## config.mk

```make
export PLATFORM = sky130hd
export DESIGN_NAME = if_stage
export DESIGN_NICKNAME = d
export VERILOG_FILES = /design/src/rtl/if_stage_pkg.sv /design/src/rtl/if_next_pc.sv /design/src/rtl/if_stage.sv
export SDC_FILE = /design/constraint.sdc
export NUM_CORES = 1
export LEC_CHECK = 0
export ABC_AREA = 1
export CAP_MARGIN = 15
export CORE_ASPECT_RATIO = 0.6
export CORE_UTILIZATION = 40
export DETAILED_ROUTE_END_ITERATION = 8
export PLACE_DENSITY = 0.8
export SLEW_MARGIN = 40
export SYNTH_ARGS = -nofsm -noshare
export SYNTH_HDL_FRONTEND = slang
export SYNTH_SLANG_ARGS = --single-unit
```

## constraint.sdc

```tcl
create_clock -name clk -period 3.5 [get_ports clk]
set_input_delay 0.7 -clock clk [delete_from_list [all_inputs] [get_ports clk]]
set_output_delay 0.7 -clock clk [all_outputs]
set_load 0.02 [all_outputs]
```

## src/rtl/if_stage_pkg.sv

```systemverilog
// Shared pipeline definitions for the MIPS front end: word type, NOP encoding,
// opcode constants and instruction field positions.
package if_stage_pkg;

    typedef logic [31:0] word_t;

    localparam word_t NOP_WORD = 32'h0000_0000;

    localparam logic [5:0] OP_J   = 6'b000010;
    localparam logic [5:0] OP_BEQ = 6'b000100;

    localparam int OPCODE_MSB  = 31;
    localparam int OPCODE_LSB  = 26;
    localparam int IMM16_MSB   = 15;
    localparam int IMM16_LSB   = 0;
    localparam int INDEX26_MSB = 25;
    localparam int INDEX26_LSB = 0;

    // Branch offsets count words, so the sign-extended field is scaled to bytes.
    function automatic word_t sign_ext_shift2(input logic [15:0] imm);
        return {{14{imm[15]}}, imm, 2'b00};
    endfunction

endpackage

```

## src/rtl/if_next_pc.sv

```systemverilog
// Combinational next-PC candidates: sequential, branch and jump targets,
// all wrapped into the instruction memory address range.
module if_next_pc
    import if_stage_pkg::*;
#(
    parameter int IMEM_BYTES = 256
) (
    input  word_t       pc,
    input  word_t       if_id_pc_plus4,
    input  logic [15:0] branch_imm16,
    input  logic [25:0] jump_index26,
    input  logic        branch_taken,
    input  logic        jump,
    output word_t       seq_pc,
    output word_t       redirect_pc,
    output logic        redirect
);

    localparam word_t ADDR_MASK = word_t'(IMEM_BYTES - 1);

    word_t branch_target;
    word_t jump_target;

    assign seq_pc        = (pc + 32'd4) & ADDR_MASK;
    assign branch_target = (if_id_pc_plus4 + sign_ext_shift2(branch_imm16)) & ADDR_MASK;
    assign jump_target   = {if_id_pc_plus4[31:28], jump_index26, 2'b00} & ADDR_MASK;

    // A jump outranks a simultaneous taken branch.
    assign redirect    = jump | branch_taken;
    assign redirect_pc = jump ? jump_target : branch_target;

endmodule

```

## src/rtl/if_stage.sv

```systemverilog
// Instruction-fetch stage: PC register, IF/ID pipeline register and a count
// of valid instructions handed to decode.
module if_stage #(
    parameter logic [31:0] RESET_PC   = 32'h0000_0000,
    parameter int          IMEM_BYTES = 256,
    parameter logic [31:0] NOP_WORD   = if_stage_pkg::NOP_WORD
) (
    input  logic        clk,
    input  logic        rst,
    output logic [31:0] imem_addr,
    input  logic [31:0] imem_instr,
    input  logic        stall,
    input  logic        branch_taken,
    input  logic [15:0] branch_imm16,
    input  logic        jump,
    input  logic [25:0] jump_index26,
    output logic [31:0] pc,
    output logic [31:0] if_id_instr,
    output logic [31:0] if_id_pc_plus4,
    output logic        if_id_valid,
    output logic [31:0] fetch_count
);
    import if_stage_pkg::*;

    word_t pc_reg;
    word_t if_id_instr_reg;
    word_t if_id_pc_plus4_reg;
    logic  if_id_valid_reg;
    word_t fetch_count_reg;

    word_t seq_pc;
    word_t redirect_pc;
    logic  redirect;

    if_next_pc #(
        .IMEM_BYTES(IMEM_BYTES)
    ) u_next_pc (
        .pc             (pc_reg),
        .if_id_pc_plus4 (if_id_pc_plus4_reg),
        .branch_imm16   (branch_imm16),
        .jump_index26   (jump_index26),
        .branch_taken   (branch_taken),
        .jump           (jump),
        .seq_pc         (seq_pc),
        .redirect_pc    (redirect_pc),
        .redirect       (redirect)
    );

    // Stall freezes everything, including redirects whose operands are not ready.
    always_ff @(posedge clk or posedge rst) begin
        if (rst) begin
            pc_reg             <= RESET_PC;
            if_id_instr_reg    <= NOP_WORD;
            if_id_pc_plus4_reg <= '0;
            if_id_valid_reg    <= 1'b0;
            fetch_count_reg    <= '0;
        end else if (!stall) begin
            if (redirect) begin
                pc_reg             <= redirect_pc;
                if_id_instr_reg    <= NOP_WORD;
                if_id_pc_plus4_reg <= '0;
                if_id_valid_reg    <= 1'b0;
            end else begin
                pc_reg             <= seq_pc;
                if_id_instr_reg    <= imem_instr;
                if_id_pc_plus4_reg <= seq_pc;
                if_id_valid_reg    <= 1'b1;
                fetch_count_reg    <= fetch_count_reg + 32'd1;
            end
        end
    end

    assign imem_addr      = pc_reg;
    assign pc             = pc_reg;
    assign if_id_instr    = if_id_instr_reg;
    assign if_id_pc_plus4 = if_id_pc_plus4_reg;
    assign if_id_valid    = if_id_valid_reg;
    assign fetch_count    = fetch_count_reg;

endmodule

```

==> results <==
- Post-CTS timing repair inserted 0 buffers for setup.
- Once the clock tree was built, the resizer swapped 0 gates to a different size.
- STA puts the critical path data required time at 3.71 ns.
- The post-synthesis average cell area is 8.32 µm².
- The total buffers and inverters traversed by the critical path is 2.
- The repair_antennas step left the layout with diodes totalling 0.
- The final layout contains routed wiring with a total length of 12300 µm.
- The power density relative to cell area is 431 nW/µm².
- The worst-case clock skew is 0.00664 ns.
- The type of origin of the critical path is a primary input.
- The largest net degree at the start of global routing is 82.
- The signal on the critical path passes through clkdlybuf4s50_1, nor2_4, nand2_4, clkinv_2, a22o_1.
- Yosys mapped a number of flops with a built-in enable equal to 0.
- The total number of yosys warnings is 0.
- Of all flip-flops after synthesis, the portion carrying an async set or reset was 100%.
- The clock passes through at most 2 buffers.
- The library cell contributing the largest single delay on the critical path is sky130_fd_sc_hd__clkdlybuf4s50_1.
- Counting every instance in the synthesized netlist gives 566.
- The die area is 12200 µm².
- After detailed routing, the number of remaining DRC violations is 0.
- The global-route wire length before repair is 19400 µm.
- The pre-antenna-repair detailed-routing pass consisted of 4 iterations.
- The total area inside the core boundary comes to 11400 µm².
- The synthesized netlist occupies a cell area of 4710 µm².
- Yosys attributes the largest share of cell area to sky130_fd_sc_hd__dfrtp_1 (43%), sky130_fd_sc_hd__nand2_1 (13%), sky130_fd_sc_hd__buf_4 (13%), sky130_fd_sc_hd__a22o_1 (6.0%), sky130_fd_sc_hd__nor2_1 (5.2%).
- In the final design database the tool counted 782 nets.
- By count the netlist is led by sky130_fd_sc_hd__nand2_1 (165), sky130_fd_sc_hd__dfrtp_1 (81), sky130_fd_sc_hd__buf_4 (80), sky130_fd_sc_hd__nor2_1 (65), sky130_fd_sc_hd__inv_1 (33).
- The number of antenna violations at the first check in global routing came to 0.
- The worst pin sits at a relative slew slack of 54.7%.
- The final worst setup slack is 0.894 ns.
- The largest single stage delay on the critical path is 0.66 ns.
- The count of clock tree sinks is 81.
- The most frequently used cell type in the post-synthesis netlist is sky130_fd_sc_hd__nand2_1.
- The HPWL after detailed placement is 9170 µm.
- The leading register cell type out of synthesis is sky130_fd_sc_hd__dfrtp_1.
- The number of CTS-inserted buffers is 9.
- The transition time at the pin with the least slew margin is 0.679 ns.
- The routed design could run at a clock period as short as 2.61 ns.
- The number of setup violations in the final report is 0.
- The x dimension of the die is 142 µm.
- The number of global-route vias before repair is 3767.
- The tool flagged a number of max-cap violations equal to 0.
- The classification of the worst setup path is in -> reg.
- At the end of routability-driven placement, the weighted congestion stood at 0.925.
- The area of all placed cells without fillers is 6220 µm².
- The post-route netlist has 5.14% of its cells at a drive strength greater than 1.
- Compared with the post-synthesis result, the final layout area differs by 32.2%.
- The count of state elements after synthesis is 81.
- The detailed router finished its first iteration with 210 violations.
- The count of cell types in the netlist is 37.
- The final core area utilization is 54.7%.
- The final routed wire length divided by cell count is 14.3 µm.
- The placed instance area is 5920 µm².
- After layout, the worst path uses 74.5% of the clock period.
- The starting density of the core is 41.4%.
- Setup repair after global routing left no endpoint under its margin.
- After clock tree synthesis, the flow added hold-fix buffers numbering 0.
- Across every metal layer, demand over resource in global routing totals 20.6%.
- CTS placed an instance of sky130_fd_sc_hd__clkbuf_16 at the clock tree root.
- The leakage power total is 2.92 nW.
- The floorplan has 30 rows.
- Using the TritonRoute via totals, the vias-per-cell ratio works out to 4.64.
- The total overflow left after global routing is 0.
- The number of failing hold endpoints at the final stage came to 0.
- From bottom edge to top edge, the die measures 86.0 µm.
- 240 I/O pins were placed.
- Of all nets on the critical path, the largest fanout is 45.
- After synthesis, flip-flops and latches occupy 43.1% of the total area.
- Clock-pin slew was measured on the worst setup and hold paths at 0.06 ns.
- Data arrives at the worst endpoint at 2.82 ns.
- The later pin in the worst-skew pair is clocked with a latency of 0.34 ns.
- OpenSTA, run right after detailed placement, puts the worst setup slack at 0.623 ns.
- The number of filler instances in the final layout is 1043.
- The biggest area contributor in the post-synthesis netlist is sky130_fd_sc_hd__dfrtp_1.
- The number of H-tree levels is 3.
- Timing would allow up to 384 MHz.
- The share of the synthesized area in the top cell type is 43.1%.
- The setup total negative slack is 0 ns.
- The flow ran to the end, and the final reports show no timing, DRC or antenna violations.
- The count of pins over their slew limit was 0.
- The TritonCTS clock tree is yes.
- Summing over every cut layer, the via total after detailed routing is 3988.
- The maximum resistive drop on vdd is 0.295 mV.
- The family of cells with the greatest summed delay on the critical path is buffers and inverters.
- The class of the worst hold path is reg -> reg.
- The number of buffers inserted by port buffering is 137.
- The detail route stage leaves a number of antenna-violating nets equal to 0.
- The element type at the critical path end is a flop.
[metal layers]
| metal | vias to the layer above | routed length (µm) | share of wire (%) | GRT usage, % |
|---|---|---|---|---|
| li1 | 1922 | - | - | - |
| met3 | 8 | 1050 | 8.6 | 5.14 |
| met2 | 156 | 5510 | 45 | 31.9 |
| met1 | 1902 | 5650 | 46 | 29.0 |
| met4 | 0 | 77 | 0.63 | 4.40 |
| met5 | - | 0 | 0 | 0 |
[kinds of logic (layout without fill, tap and decap cells)]
kind of cell	after synthesis	count (layout)	synth area share (%)
AND/OR/NAND/NOR	273	273	25.2
buffers and inverters	128	191	16.8
flip-flops	81	81	43.1
AO/OA/AOI/OAI	57	57	9.06
XOR/XNOR	18	18	3.51
adder cells (fa/ha/maj)	8	8	2.29
other	1	72	0.0797
[path summary, 6_finish.rpt]
kind	start	slack [ns]	end	cells past startpoint
min in group asynchronous	rst	0.76	fetch_count[18]$_DFFE_PP0P_	3
worst max register to register	fetch_count[1]$_DFFE_PP0P_	1.78	fetch_count[22]$_DFFE_PP0P_	8
max in group asynchronous	rst	2.37	fetch_count[4]$_DFFE_PP0P_	3
worst min-delay path	if_id_valid$_DFFE_PP0N_	0.50	if_id_valid$_DFFE_PP0N_	2
worst max-delay path	jump	0.89	if_id_instr[8]$_DFFE_PP0N_	5
worst min register to register	if_id_valid$_DFFE_PP0N_	0.50	if_id_valid$_DFFE_PP0N_	2
[power by group]
part           internal, mW  switching, mW  total (mW)  leakage (nW)
registers              1.01         0.0922        1.10          1.09
clock network         0.560          0.401       0.961         0.147
logic                 0.265          0.356       0.621          1.68
[tightest hold or removal path, cell delays in order (launching register included)]
cell,delay (ns)
sky130_fd_sc_hd__dfrtp_1,0.35
sky130_fd_sc_hd__nand2_1,0.05
sky130_fd_sc_hd__nand2_1,0.06
[per-stage QoR]
step	instances	total power, mW	hold WS (ns)
global placement	844	1.72	0.473
floorplan	637	1.52	0.592
detailed placement	844	1.73	0.483
global route	860	2.81	0.525
finish	860	2.68	0.499
CTS	860	2.71	0.500
[cells in the final DEF (no fill, tap or decap), types with 3 or more instances in the layout]
| master | n |
|---|---|
| sky130_fd_sc_hd__xor2_1 | 10 |
| sky130_fd_sc_hd__clkinv_2 | 3 |
| sky130_fd_sc_hd__clkdlybuf4s50_1 | 137 |
| sky130_fd_sc_hd__nand3b_1 | 12 |
| sky130_fd_sc_hd__a21oi_1 | 4 |
| sky130_fd_sc_hd__nor2_4 | 3 |
| sky130_fd_sc_hd__nor2_1 | 65 |
| sky130_fd_sc_hd__o21ai_0 | 8 |
| sky130_fd_sc_hd__ha_1 | 7 |
| sky130_fd_sc_hd__o22ai_1 | 4 |
| sky130_fd_sc_hd__nand3_1 | 16 |
| sky130_fd_sc_hd__inv_1 | 32 |
| sky130_fd_sc_hd__dfrtp_1 | 81 |
| sky130_fd_sc_hd__nand2_1 | 165 |
| sky130_fd_sc_hd__conb_1 | 72 |
| sky130_fd_sc_hd__o21ai_1 | 3 |
| sky130_fd_sc_hd__xnor2_1 | 7 |
| sky130_fd_sc_hd__a22o_1 | 32 |
| sky130_fd_sc_hd__inv_6 | 3 |
| sky130_fd_sc_hd__clkbuf_16 | 9 |
[layout make-up]
type	instances	area, µm²	share of cell area (%)
multi-input cells	428	2160	34.7
flip-flops and latches	81	2030	32.6
repair buffers	139	1400	22.5
clock buffers	9	225	3.62
well taps	160	200	3.22
inverters	36	138	2.21
clock inverters	7	77.6	1.25
Note: power is estimated with default switching activity, not from simulation.
